$ cat config.mk
export PLATFORM = sky130hd
export DESIGN_NAME = fifo_buffer_flat
export DESIGN_NICKNAME = d
export VERILOG_FILES = /design/src/rtl/fifo_buffer_pkg.sv /design/src/rtl/fifo_buffer_if.sv /design/src/rtl/fifo_storage.sv /design/src/rtl/fifo_buffer.sv /design/src/flat_wrapper.sv
export SDC_FILE = /design/constraint.sdc
export NUM_CORES = 1
export LEC_CHECK = 0
export BUFFER_PORTS_ARGS = -buffer_cell sky130_fd_sc_hd__buf_2
export CORE_AREA = 2 2 39 41
export CTS_CLUSTER_DIAMETER = 80
export CTS_CLUSTER_SIZE = 40
export DETAILED_ROUTE_END_ITERATION = 8
export DIE_AREA = 0 0 41 43
export GPL_ROUTABILITY_DRIVEN = 0
export PLACE_DENSITY = 0.51
export SLEW_MARGIN = 25
export SYNTH_ARGS = -nofsm -noshare
export SYNTH_HDL_FRONTEND = slang
export SYNTH_HIERARCHICAL = 1
export SYNTH_SLANG_ARGS = --single-unit
$ cat constraint.sdc
create_clock -name CLK -period 2.8 [get_ports CLK]
set_input_delay 0.42 -clock CLK [delete_from_list [all_inputs] [get_ports CLK]]
set_output_delay 0.42 -clock CLK [all_outputs]
set_load 0.03 [all_outputs]
$ cat src/rtl/fifo_buffer_pkg.sv
// Shared helpers for the single-clock primitive library: constant clog2 and the
// width derivations used by fifo_buffer, its storage and its interface.
package fifo_buffer_pkg;

   function automatic int clog2(input int value);
      int result;
      int v;
      result = 0;
      v = value - 1;
      while (v > 0) begin
         result++;
         v = v >> 1;
      end
      return result;
   endfunction

   // A zero-width primitive still exposes a 1-bit bus, tied to 0.
   function automatic int bus_width(input int width);
      return (width < 1) ? 1 : width;
   endfunction

   function automatic int count_width(input int depth);
      return clog2(depth + 1);
   endfunction

   function automatic int ptr_width(input int depth);
      return (clog2(depth) < 1) ? 1 : clog2(depth);
   endfunction

endpackage

$ cat src/rtl/fifo_buffer_if.sv
// Enqueue/dequeue handshake bundle for fifo_buffer; slave is the FIFO side,
// master is the producer/consumer side.
interface fifo_buffer_if #(
   parameter int width = 1,
   parameter int depth = 2
);
   localparam int DW = fifo_buffer_pkg::bus_width(width);
   localparam int CW = fifo_buffer_pkg::count_width(depth);

   logic [DW-1:0] IN_ENQ;
   logic          IN_EN_ENQ;
   logic          OUT_NOT_FULL;
   logic          IN_EN_DEQ;
   logic [DW-1:0] OUT_FIRST;
   logic          OUT_NOT_EMPTY;
   logic          IN_EN_CLEAR;
   logic [CW-1:0] OUT_COUNT;
   logic          OUT_OVERFLOW;
   logic          OUT_UNDERFLOW;

   modport slave (
      input  IN_ENQ, IN_EN_ENQ, IN_EN_DEQ, IN_EN_CLEAR,
      output OUT_NOT_FULL, OUT_FIRST, OUT_NOT_EMPTY, OUT_COUNT,
             OUT_OVERFLOW, OUT_UNDERFLOW
   );

   modport master (
      output IN_ENQ, IN_EN_ENQ, IN_EN_DEQ, IN_EN_CLEAR,
      input  OUT_NOT_FULL, OUT_FIRST, OUT_NOT_EMPTY, OUT_COUNT,
             OUT_OVERFLOW, OUT_UNDERFLOW
   );
endinterface

$ cat src/rtl/fifo_storage.sv
// depth x width register array: one synchronous write port, one asynchronous
// read port. A zero-width instance holds nothing and reads back 0.
module fifo_storage
   import fifo_buffer_pkg::*;
#(
   parameter int width = 1,
   parameter int depth = 2
) (
   input  logic                          clk,
   input  logic                          we,
   input  logic [ptr_width(depth)-1:0]   waddr,
   input  logic [bus_width(width)-1:0]   wdata,
   input  logic [ptr_width(depth)-1:0]   raddr,
   output logic [bus_width(width)-1:0]   rdata
);

   if (width == 0) begin : g_zero
      logic unused;
      assign unused = ^{clk, we, waddr, wdata, raddr};
      assign rdata  = '0;
   end else begin : g_mem
      logic [width-1:0] mem [depth];

      // NOTE: storage is deliberately left without a reset; only pointers and
      // count define which entries are meaningful, so the array can map to RAM.
      always_ff @(posedge clk) begin
         if (we) mem[waddr] <= wdata;
      end

      assign rdata = mem[raddr];
   end

endmodule

$ cat src/rtl/fifo_buffer.sv
// Parameterised synchronous FIFO: pointers, occupancy, sticky misuse flags and
// request acceptance. Data lives in fifo_storage.
module fifo_buffer
   import fifo_buffer_pkg::*;
#(
   parameter int width = 1,
   parameter int depth = 2
) (
   input  logic        CLK,
   input  logic        RST,
   fifo_buffer_if.slave bus
);

   localparam int DW = bus_width(width);
   localparam int CW = count_width(depth);
   localparam int PW = ptr_width(depth);

   localparam logic [CW-1:0] FULL_COUNT = CW'(depth);
   localparam logic [PW-1:0] LAST_PTR   = PW'(depth - 1);

   logic [PW-1:0] head;
   logic [PW-1:0] tail;
   logic [CW-1:0] count;
   logic          overflow;
   logic          underflow;

   logic          enq_ok;
   logic          deq_ok;
   logic          enq_refused;
   logic          deq_refused;
   logic [DW-1:0] head_data;

   // Depth need not be a power of two, so wrap by compare rather than overflow.
   function automatic logic [PW-1:0] next_ptr(input logic [PW-1:0] p);
      return (p == LAST_PTR) ? '0 : p + PW'(1);
   endfunction

   // NOTE: every output of this block gets a default first, so no path through
   // the ifs leaves a signal unassigned and no latch is inferred.
   always_comb begin
      enq_ok      = 1'b0;
      deq_ok      = 1'b0;
      enq_refused = 1'b0;
      deq_refused = 1'b0;
      if (!bus.IN_EN_CLEAR) begin
         enq_ok      = bus.IN_EN_ENQ && (count < FULL_COUNT);
         deq_ok      = bus.IN_EN_DEQ && (count != '0);
         enq_refused = bus.IN_EN_ENQ && !(count < FULL_COUNT);
         deq_refused = bus.IN_EN_DEQ && (count == '0);
      end
   end

   // NOTE: state registers use non-blocking assignments so every register in
   // the design samples the pre-edge values, independent of statement order.
   always_ff @(posedge CLK or posedge RST) begin
      if (RST) begin
         head      <= '0;
         tail      <= '0;
         count     <= '0;
         overflow  <= 1'b0;
         underflow <= 1'b0;
      end else if (bus.IN_EN_CLEAR) begin
         head      <= '0;
         tail      <= '0;
         count     <= '0;
         overflow  <= 1'b0;
         underflow <= 1'b0;
      end else begin
         if (enq_ok) tail <= next_ptr(tail);
         if (deq_ok) head <= next_ptr(head);
         case ({enq_ok, deq_ok})
            2'b10:   count <= count + CW'(1);
            2'b01:   count <= count - CW'(1);
            default: count <= count;
         endcase
         if (enq_refused) overflow  <= 1'b1;
         if (deq_refused) underflow <= 1'b1;
      end
   end

   fifo_storage #(
      .width (width),
      .depth (depth)
   ) u_storage (
      .clk   (CLK),
      .we    (enq_ok),
      .waddr (tail),
      .wdata (bus.IN_ENQ),
      .raddr (head),
      .rdata (head_data)
   );

   assign bus.OUT_FIRST     = (count != '0) ? head_data : '0;
   assign bus.OUT_NOT_FULL  = (count < FULL_COUNT);
   assign bus.OUT_NOT_EMPTY = (count != '0);
   assign bus.OUT_COUNT     = count;
   assign bus.OUT_OVERFLOW  = overflow;
   assign bus.OUT_UNDERFLOW = underflow;

endmodule

$ cat src/flat_wrapper.sv
// flat-port wrapper written by rule: the top's interface ports become plain ports
module fifo_buffer_flat import fifo_buffer_pkg::*;
#(
   parameter int width = 1,
   parameter int depth = 2
)
  (CLK, RST, bus_IN_ENQ, bus_IN_EN_ENQ, bus_IN_EN_DEQ, bus_IN_EN_CLEAR, bus_OUT_NOT_FULL, bus_OUT_FIRST, bus_OUT_NOT_EMPTY, bus_OUT_COUNT, bus_OUT_OVERFLOW, bus_OUT_UNDERFLOW);
  fifo_buffer_if #(.width(width), .depth(depth)) bus_i ();
  input  logic CLK;
  input  logic RST;
  input wire logic [$bits(bus_i.IN_ENQ)-1:0] bus_IN_ENQ;
  input wire logic [$bits(bus_i.IN_EN_ENQ)-1:0] bus_IN_EN_ENQ;
  input wire logic [$bits(bus_i.IN_EN_DEQ)-1:0] bus_IN_EN_DEQ;
  input wire logic [$bits(bus_i.IN_EN_CLEAR)-1:0] bus_IN_EN_CLEAR;
  output wire logic [$bits(bus_i.OUT_NOT_FULL)-1:0] bus_OUT_NOT_FULL;
  output wire logic [$bits(bus_i.OUT_FIRST)-1:0] bus_OUT_FIRST;
  output wire logic [$bits(bus_i.OUT_NOT_EMPTY)-1:0] bus_OUT_NOT_EMPTY;
  output wire logic [$bits(bus_i.OUT_COUNT)-1:0] bus_OUT_COUNT;
  output wire logic [$bits(bus_i.OUT_OVERFLOW)-1:0] bus_OUT_OVERFLOW;
  output wire logic [$bits(bus_i.OUT_UNDERFLOW)-1:0] bus_OUT_UNDERFLOW;
  assign bus_i.IN_ENQ = bus_IN_ENQ;
  assign bus_i.IN_EN_ENQ = bus_IN_EN_ENQ;
  assign bus_i.IN_EN_DEQ = bus_IN_EN_DEQ;
  assign bus_i.IN_EN_CLEAR = bus_IN_EN_CLEAR;
  assign bus_OUT_NOT_FULL = bus_i.OUT_NOT_FULL;
  assign bus_OUT_FIRST = bus_i.OUT_FIRST;
  assign bus_OUT_NOT_EMPTY = bus_i.OUT_NOT_EMPTY;
  assign bus_OUT_COUNT = bus_i.OUT_COUNT;
  assign bus_OUT_OVERFLOW = bus_i.OUT_OVERFLOW;
  assign bus_OUT_UNDERFLOW = bus_i.OUT_UNDERFLOW;
  fifo_buffer #(.width(width), .depth(depth)) u_core (.CLK(CLK), .RST(RST), .bus(bus_i));
endmodule
After elaboration in Yosys (flattened, before gate mapping)

Memory sizes are Yosys's and may differ from the RTL's.
Cells that the tools add are included.

Bits in writable memories: 2
Memories kept: 1
Output and inout bits: 7
Register bits after elaboration: 6
Word-level logic and storage cells: 44

Memory list:

| name                       | depth | width | read ports | clocked after memory_dff | wr ports | line               | text |
|---|---|---|---|---|---|---|---|
| u_core.u_storage.g_mem.mem | 2     | 1     | 1          | 0                        | 1        | fifo_storage.sv:22 | `logic [width-1:0] mem [depth];` |

Add/sub/neg operators: 4
Eq/ne operators: 2
Multiplexer cells: 19
Reduce and logical (&&, ||, !) cells: 12
Magnitude comparators: 1

Operators by type and width:

| kind                                                                | count |
|---|---|
| 1-bit two-way mux                                                   | 17 |
| 2-bit nonzero test                                                  | 5 |
| 1-bit logical AND                                                   | 4 |
| 2-bit case mux with 2 select lines                                  | 1 |
| 3-bit nonzero test                                                  | 1 |
| 1-bit adder (second input constant)                                 | 2 |
| 2-bit by 1-bit adder with 2-bit output (second input constant)      | 1 |
| 2-bit by 1-bit == test with 1-bit output (second input constant)    | 1 |
| 2-bit == test (second input constant)                               | 1 |
| 2-bit zero test                                                     | 1 |
| 2-bit < comparator (second input constant)                          | 1 |
| 2-bit two-way mux                                                   | 1 |
| 2-bit by 1-bit subtractor with 2-bit output (second input constant) | 1 |
| 1-bit zero test                                                     | 1 |

Depth between registers and ports, before layout

Gate-level depths: netlist of run 1.

Depth after elaboration: 6
Mapped depth: 3
Gate-level depth less buffers: 3

Modules after synthesis

The synthesis of run 1 kept the hierarchy.

By module, submodules not included:

| module       | area each (um2) | cells each | instances | seq. area each (um2) |
|---|---|---|---|---|
| fifo_buffer  | 297.8           | 31         | 1         | 150.1 |
| fifo_storage | 87.6            | 5          | 1         | 60.1 |

Worst setup path after synthesis of run 1

OpenSTA, ideal clock, no wires.

Kind: register to output
Start point: reg u_core.count[1] (netlist: u_core/bus.OUT_COUNT[1])
End point: out bus_OUT_FIRST
Stages on the path, launching flop included: 4
Path buffers: 0
Data arrival time: 1.243 ns
Path slack: 1.137 ns
Data required time: 2.380 ns
Path through: dfrtp_1 nor2_1 inv_1 and2_1

Cells in the longest elaborated chain, start to end: 2

RTL lines:

| item                   | line               | text |
|---|---|---|
| start, declared        | fifo_buffer.sv:23  | `logic [CW-1:0] count;` |
| start signal, assigned | fifo_buffer.sv:72  | `2'b10: count <= count + CW'(1);` |
| start signal, assigned | fifo_buffer.sv:73  | `2'b01: count <= count - CW'(1);` |
| start signal, assigned | fifo_buffer.sv:74  | `default: count <= count;` |
| 2-bit nonzero test     | -                  |  |
| via bus_OUT_NOT_EMPTY  | flat_wrapper.sv:17 | `output wire logic [$bits(bus_i.OUT_NOT_EMPTY)-1:0] bus_OUT_NOT_EMPTY;` |
| 1-bit two-way mux      | fifo_buffer.sv:93  | `assign bus.OUT_FIRST = (count != '0) ? head_data : '0;` |
| end, declared          | flat_wrapper.sv:16 | `output wire logic [$bits(bus_i.OUT_FIRST)-1:0] bus_OUT_FIRST;` |

The timed path passes the listed nets, and every way through them passes these cells.

Worst setup path in the final report of run 1

Start point: reg u_core.head
End point: out bus_OUT_FIRST

Cells in the longest elaborated chain, start to end: 2

RTL lines:

| item                   | line              | text |
|---|---|---|
| start, declared        | fifo_buffer.sv:21 | `logic [PW-1:0] head;` |
| start signal, assigned | fifo_buffer.sv:70 | `if (deq_ok) head <= next_ptr(head);` |
| memory 2 x 1 bit       | -                 |  |
| via u_core.head_data   | fifo_buffer.sv:31 | `logic [DW-1:0] head_data;` |
| 1-bit two-way mux      | fifo_buffer.sv:93 |  |

The timed path passes the listed nets, and every way through them passes these cells.

==> run summary, run 1 <==
status: completed
Synth area leaders: dfrtp_1 39%, edfxtp_1 16%, nor2_1 5.8%
Clock Tree Buf Depth: 2
Power Internal: 0.2030 mW
vias in the first global route: 274
final-report hold violation count: 0
worst skew pair latency: 250 ps
first-pass GRT wire length: 1.124 mm
Crit. End Element: output port
Synth Cell Area: 385.4 um^2
# fillers: 157
startpoint class of the critical path: flop
core region area: 1384 um^2
Post-CTS Hold Buffers: 0
placed cell count: 64
non-filler cells, final: 68
crit path DAT: 1240 ps
initial antenna violation count: 0
pin count of the biggest net entering global routing: 10
Multi-input gate area: 163.9 um^2
YS warnings: 6
WS Path Type: flop to output port
max_cap viols: 0
min cycle time layout: 1658 ps
drt initial violations: 1
r2r setup slk: 1610 ps
largest fanout on the critical path: 2
Area Growth Syn to Fin: 27.60%
Worst Reg-to-Reg Cells: 3
Clock Root Buffer: clkbuf_4
Yosys top cell area share: 0.3896
cell taking the most area after synthesis: dfrtp_1
leakage: 0.2470 nW
post-CTS sizing: 0
post-CTS setup buffer count: 0
most frequent cells in the layout: 12 x buf_2, 6 x nor2_1, 6 x dfrtp_1, 4 x a21oi_1
Tot GR Track Use: 0.09736
Slew @ Worst Pin: 235.7 ps
fraction of layout cells with a size suffix above 1: 0.3846
syn nets: 42
DR WL/cell: 9.279 um
Cell variety after synth: 16
Hold WC Path Type: input pin to async pin
Power, Total: 0.2807 mW
clk slew on worst S/H paths: 60 ps
Reg area: 210.2 um^2
# setup viols final: 0
Final Core Density: 0.3553
TritonRoute pass-1 iters: 2
Rel. slew slack: 0.8427
Post-Synthesis Cells: 36
DP HPWL: 473.9 um
Power Density: 570.8 nW/um^2
post-synthesis sequential area ratio: 0.5455
die width: 41 um
sequential fraction of design power: 0.478
# diodes: 0
Logic pwr share: 0.187
Initial Utilization: 0.2785
clock network power share: 0.335
Ports: 13
Sum Neg Setup Slack: 0 ps
Vias/cell: 4.074
final wirelength: 631 um
RR Endpoint: u_core/u_storage/g_mem.mem[0]
DRC: 0
total gr overflow: 0
maximum VDD drop: 0.2074 mV
P_sw: 0.07773 mW
Net Sw Frac: 0.2769
crit share post-route: 0.5921
port bufs: 12
TritonCTS buffer count: 3
max frequency: 0.6032 GHz
worst reg2reg path startpoint: u_core/bus.OUT_COUNT[1]
Sink Count: 8
fin nets: 59
CTS tree: done
WP data required: 2380 ps
unrepaired setup endpoints after global routing: false
Avg Cell Area, Syn: 10.70 um^2
Post-DRT Antenna Nets: 0
H-tree depth reported by CTS: 1
CP startpoint: u_core/head
Setup Skew: 5.736 ps
Synth Register Bits: 8
Slew Viols, Final: 0
site row count: 14
die area: 1763 um^2
Via Count: 277
Die Ht: 43 um
most common cell after layout, fill and taps aside: buf_2
cells by family after synthesis:
kind of cell | after synthesis | synth area share
XOR/XNOR | 2 | 0.04546
AND/OR/NAND/NOR | 14 | 0.2143
AO/OA/AOI/OAI | 7 | 0.1007
flip-flops | 8 | 0.5455
buffers and inverters | 3 | 0.02922
multiplexers | 2 | 0.06492
metal layers:
| metal | global-route usage | vias up | wire length, um |
|---|---|---|---|
| li1 | - | 148 | - |
| met3 | 0.01571 | 0 | 43 |
| met2 | 0.1250 | 8 | 294 |
| met4 | 0.08000 | 0 | 0 |
| met5 | 0 | - | 0 |
| met1 | 0.1362 | 121 | 293 |
flip-flops by register name, indices dropped and copies added (netlist names):
register,cells
u_core/bus.OUT_COUNT,2
u_core/u_storage/g_mem.mem,2
u_core/bus.OUT_OVERFLOW,1
u_core/bus.OUT_UNDERFLOW,1
u_core/head,1
u_core/tail,1
critical path, stage by stage (launching register included):
cell and delay, ps:
dfrtp_1 400, mux2_4 290, and2_1 130, buf_2 170
how the worst max path moves through the flow:
stage / endpoint
final: bus_OUT_FIRST
after CTS: bus_OUT_FIRST
after global placement: bus_OUT_FIRST
after floorplan: bus_OUT_FIRST
after global routing: bus_OUT_FIRST
after detailed placement: bus_OUT_FIRST
power by group through the flow:
stage / sequential, mW / clock (mW) / combinational [mW]
floorplan: 0.143 / 0 / 0.0297
global placement: 0.136 / 0 / 0.0531
detailed placement: 0.136 / 0 / 0.0530
CTS: 0.134 / 0.0995 / 0.0533
global route: 0.136 / 0.104 / 0.0587
finish: 0.134 / 0.0939 / 0.0525
area by class of cell:
type / count / share of cell area
inverters: 3 / 0.02290
well taps: 16 / 0.04071
flip-flops and latches: 8 / 0.4275
clock buffers: 4 / 0.05344
multi-input cells: 25 / 0.3333
repair buffers: 12 / 0.1221
through the flow:
stage | setup slack (ps) | cell area, um^2 | hold WS, ps
global route | 1077 | 491.7 | 93.90
floorplan | 1137 | 385.4 | 211.0
CTS | 1122 | 491.7 | 67.04
finish | 1142 | 491.7 | 70.06
detailed placement | 1410 | 465.4 | 349.6
global placement | 1406 | 465.4 | 350.7
cell usage after synthesis (all sizes together):
| cell type | count |
|---|---|
| a21o | 1 |
| a21oi | 4 |
| and2 | 2 |
| and2b | 1 |
| dfrtp | 6 |
| edfxtp | 2 |
| inv | 3 |
| mux2 | 1 |
| mux2i | 1 |
| nand2 | 1 |
| nand2b | 1 |
| nor2 | 6 |
| nor2b | 2 |
| o21ai | 2 |
| or2b | 1 |
| xor2 | 2 |
(Power assumes the default switching activity.)
==> inputs of run 2 (changes only) <==
- clock period: 2.8 -> 1.7 ns (I/O delays scaled with it)
==> run summary, run 2 (synthesized netlist as in run 1, its figures left out) <==
Hold WC Path Type: input pin to flop (was input pin to async pin)
crit-path cells: mux2_4 > and2_1 > buf_2 (unchanged)
port bufs: 12 (unchanged)
Area after DPL: 465.4 um^2 (unchanged)
largest fanout on the critical path: 2 (unchanged)
status: completed (unchanged)
final-report hold violation count: 0 (unchanged)
Post-DRT Antenna Nets: 0 (unchanged)
slowest stage delay, CP: 400 ps (about the same)
pin count of the biggest net entering global routing: 10 (unchanged)
DR WL/cell: 9.246 um (was 9.279 um)
drt initial violations: 1 (unchanged)
Hold Path Origin: bus_IN_ENQ
# setup viols final: 0 (unchanged)
total gr overflow: 0 (unchanged)
most frequent cells in the layout: 12 x buf_2, 6 x nor2_1, 6 x dfrtp_1, 4 x a21oi_1 (unchanged)
startpoint class of the critical path: flop (unchanged)
Power Density: 924.9 nW/um^2 (was 570.8 nW/um^2)
Area Growth Syn to Fin: 30.19% (was 27.60%)
DP HPWL: 473.9 um (unchanged)
max_cap viols: 0 (unchanged)
post-route cell area: 501.7 um^2 (was 491.7 um^2)
core region area: 1384 um^2 (unchanged)
# diodes: 0 (unchanged)
H-tree depth reported by CTS: 1 (unchanged)
Sum Neg Setup Slack: 0 ps (unchanged)
crit path DAT: 1240 ps (about the same)
Worst path slowest cell: dfrtp_1 (unchanged)
max frequency: 0.6699 GHz
WS Path Type: flop to output port (unchanged)
Sink Count: 8 (unchanged)
die area: 1763 um^2 (unchanged)
Clock Root Buffer: clkbuf_4 (unchanged)
final wirelength: 638 um (was 631 um)
maximum VDD drop: 0.3418 mV (was 0.2074 mV)
Die Ht: 43 um (unchanged)
crit share post-route: 0.8781
Tot GR Track Use: 0.09736 (unchanged)
DRC: 0 (unchanged)
Vias/cell: 4.072 (was 4.074)
first-pass GRT wire length: 1.124 mm (unchanged)
die width: 41 um (unchanged)
hold_ws: 187.8 ps (was 70.06 ps)
fin nets: 60 (was 59)
Slew Viols, Final: 0 (unchanged)
worst reg2reg path startpoint: u_core/bus.OUT_COUNT[1] (unchanged)
Slew @ Worst Pin: 235.7 ps (about the same)
Buf/Inv on CP: 1 (unchanged)
CTS tree: done (unchanged)
Post-CTS Hold Buffers: 1 (was 0)
Via Count: 281 (was 277)
Crit. End Element: output port (unchanged)
delay-heaviest family, CP: flip-flops (unchanged)
site row count: 14 (unchanged)
Final Core Density: 0.3626 (was 0.3553)
CP startpoint: u_core/head (unchanged)
post-CTS setup buffer count: 0 (unchanged)
fraction of layout cells with a size suffix above 1: 0.3774 (was 0.3846)
Initial Utilization: 0.2785 (unchanged)
leakage: 0.2512 nW (was 0.2470 nW)
post-CTS sizing: 0 (unchanged)
clk slew on worst S/H paths: 60 ps (about the same)
Ports: 13 (unchanged)
worst skew pair latency: 250 ps (about the same)
vias in the first global route: 274 (unchanged)
Clock Tree Buf Depth: 2 (unchanged)
TritonRoute pass-1 iters: 2 (unchanged)
WP data required: 1440 ps (was 2380 ps)
most common cell after layout, fill and taps aside: buf_2 (unchanged)
unrepaired setup endpoints after global routing: false (unchanged)
initial antenna violation count: 0 (unchanged)
TritonCTS buffer count: 3 (unchanged)
Rel. slew slack: 0.8427 (about the same)
Setup Skew: 5.736 ps (unchanged)
min cycle time layout: 1493 ps
Power, Total: 0.4641 mW (was 0.2807 mW)
-- run 2: report_power, final --
group / leakage [nW] / internal, mW / total [mW] / switching (mW)
Sequential: 0.0980 / 0.210 / 0.221 / 0.0108
Combinational: 0.138 / 0.0357 / 0.0882 / 0.0526
Clock: 0.0150 / 0.0898 / 0.155 / 0.0649
Total: 0.251 / 0.336 / 0.464 / 0.128
-- run 2: layout make-up --
type	count	area (um^2)
sequential	8	210.2
inverter	3	11.26
timing repair buffer	13	70.07
clock buffer	4	26.28
tap	16	20.02
fill	156	882.1
multi-input combinational	25	163.9
-- run 2: metal layers --
layer / global-route usage / part of all wire / vias to the layer above
met5: 0 / 0 / -
met4: 0.08000 / 0 / 0
met3: 0.01571 / 0.067 / 0
met2: 0.1250 / 0.47 / 8
met1: 0.1362 / 0.47 / 123
li1: - / - / 150
-- run 2: worst paths after layout --
check                           slack, ps                            end  cells past startpoint
worst max-delay path                  210                  bus_OUT_FIRST                      3
worst min-delay path                  190  u_core/u_storage/g_mem.mem[1]                      1
min in group asynchronous             460                    u_core/head                      3
worst min register to register        490        u_core/bus.OUT_OVERFLOW                      2
worst max register to register        510  u_core/u_storage/g_mem.mem[0]                      3
max in group asynchronous            1050       u_core/bus.OUT_UNDERFLOW                      3
-- run 2: through the flow --
step	std cells	worst slack [ps]
after global placement	64	470.8
final	69	207.2
after CTS	69	187.0
after floorplan	36	202.2
after global routing	69	142.1
after detailed placement	64	475.3
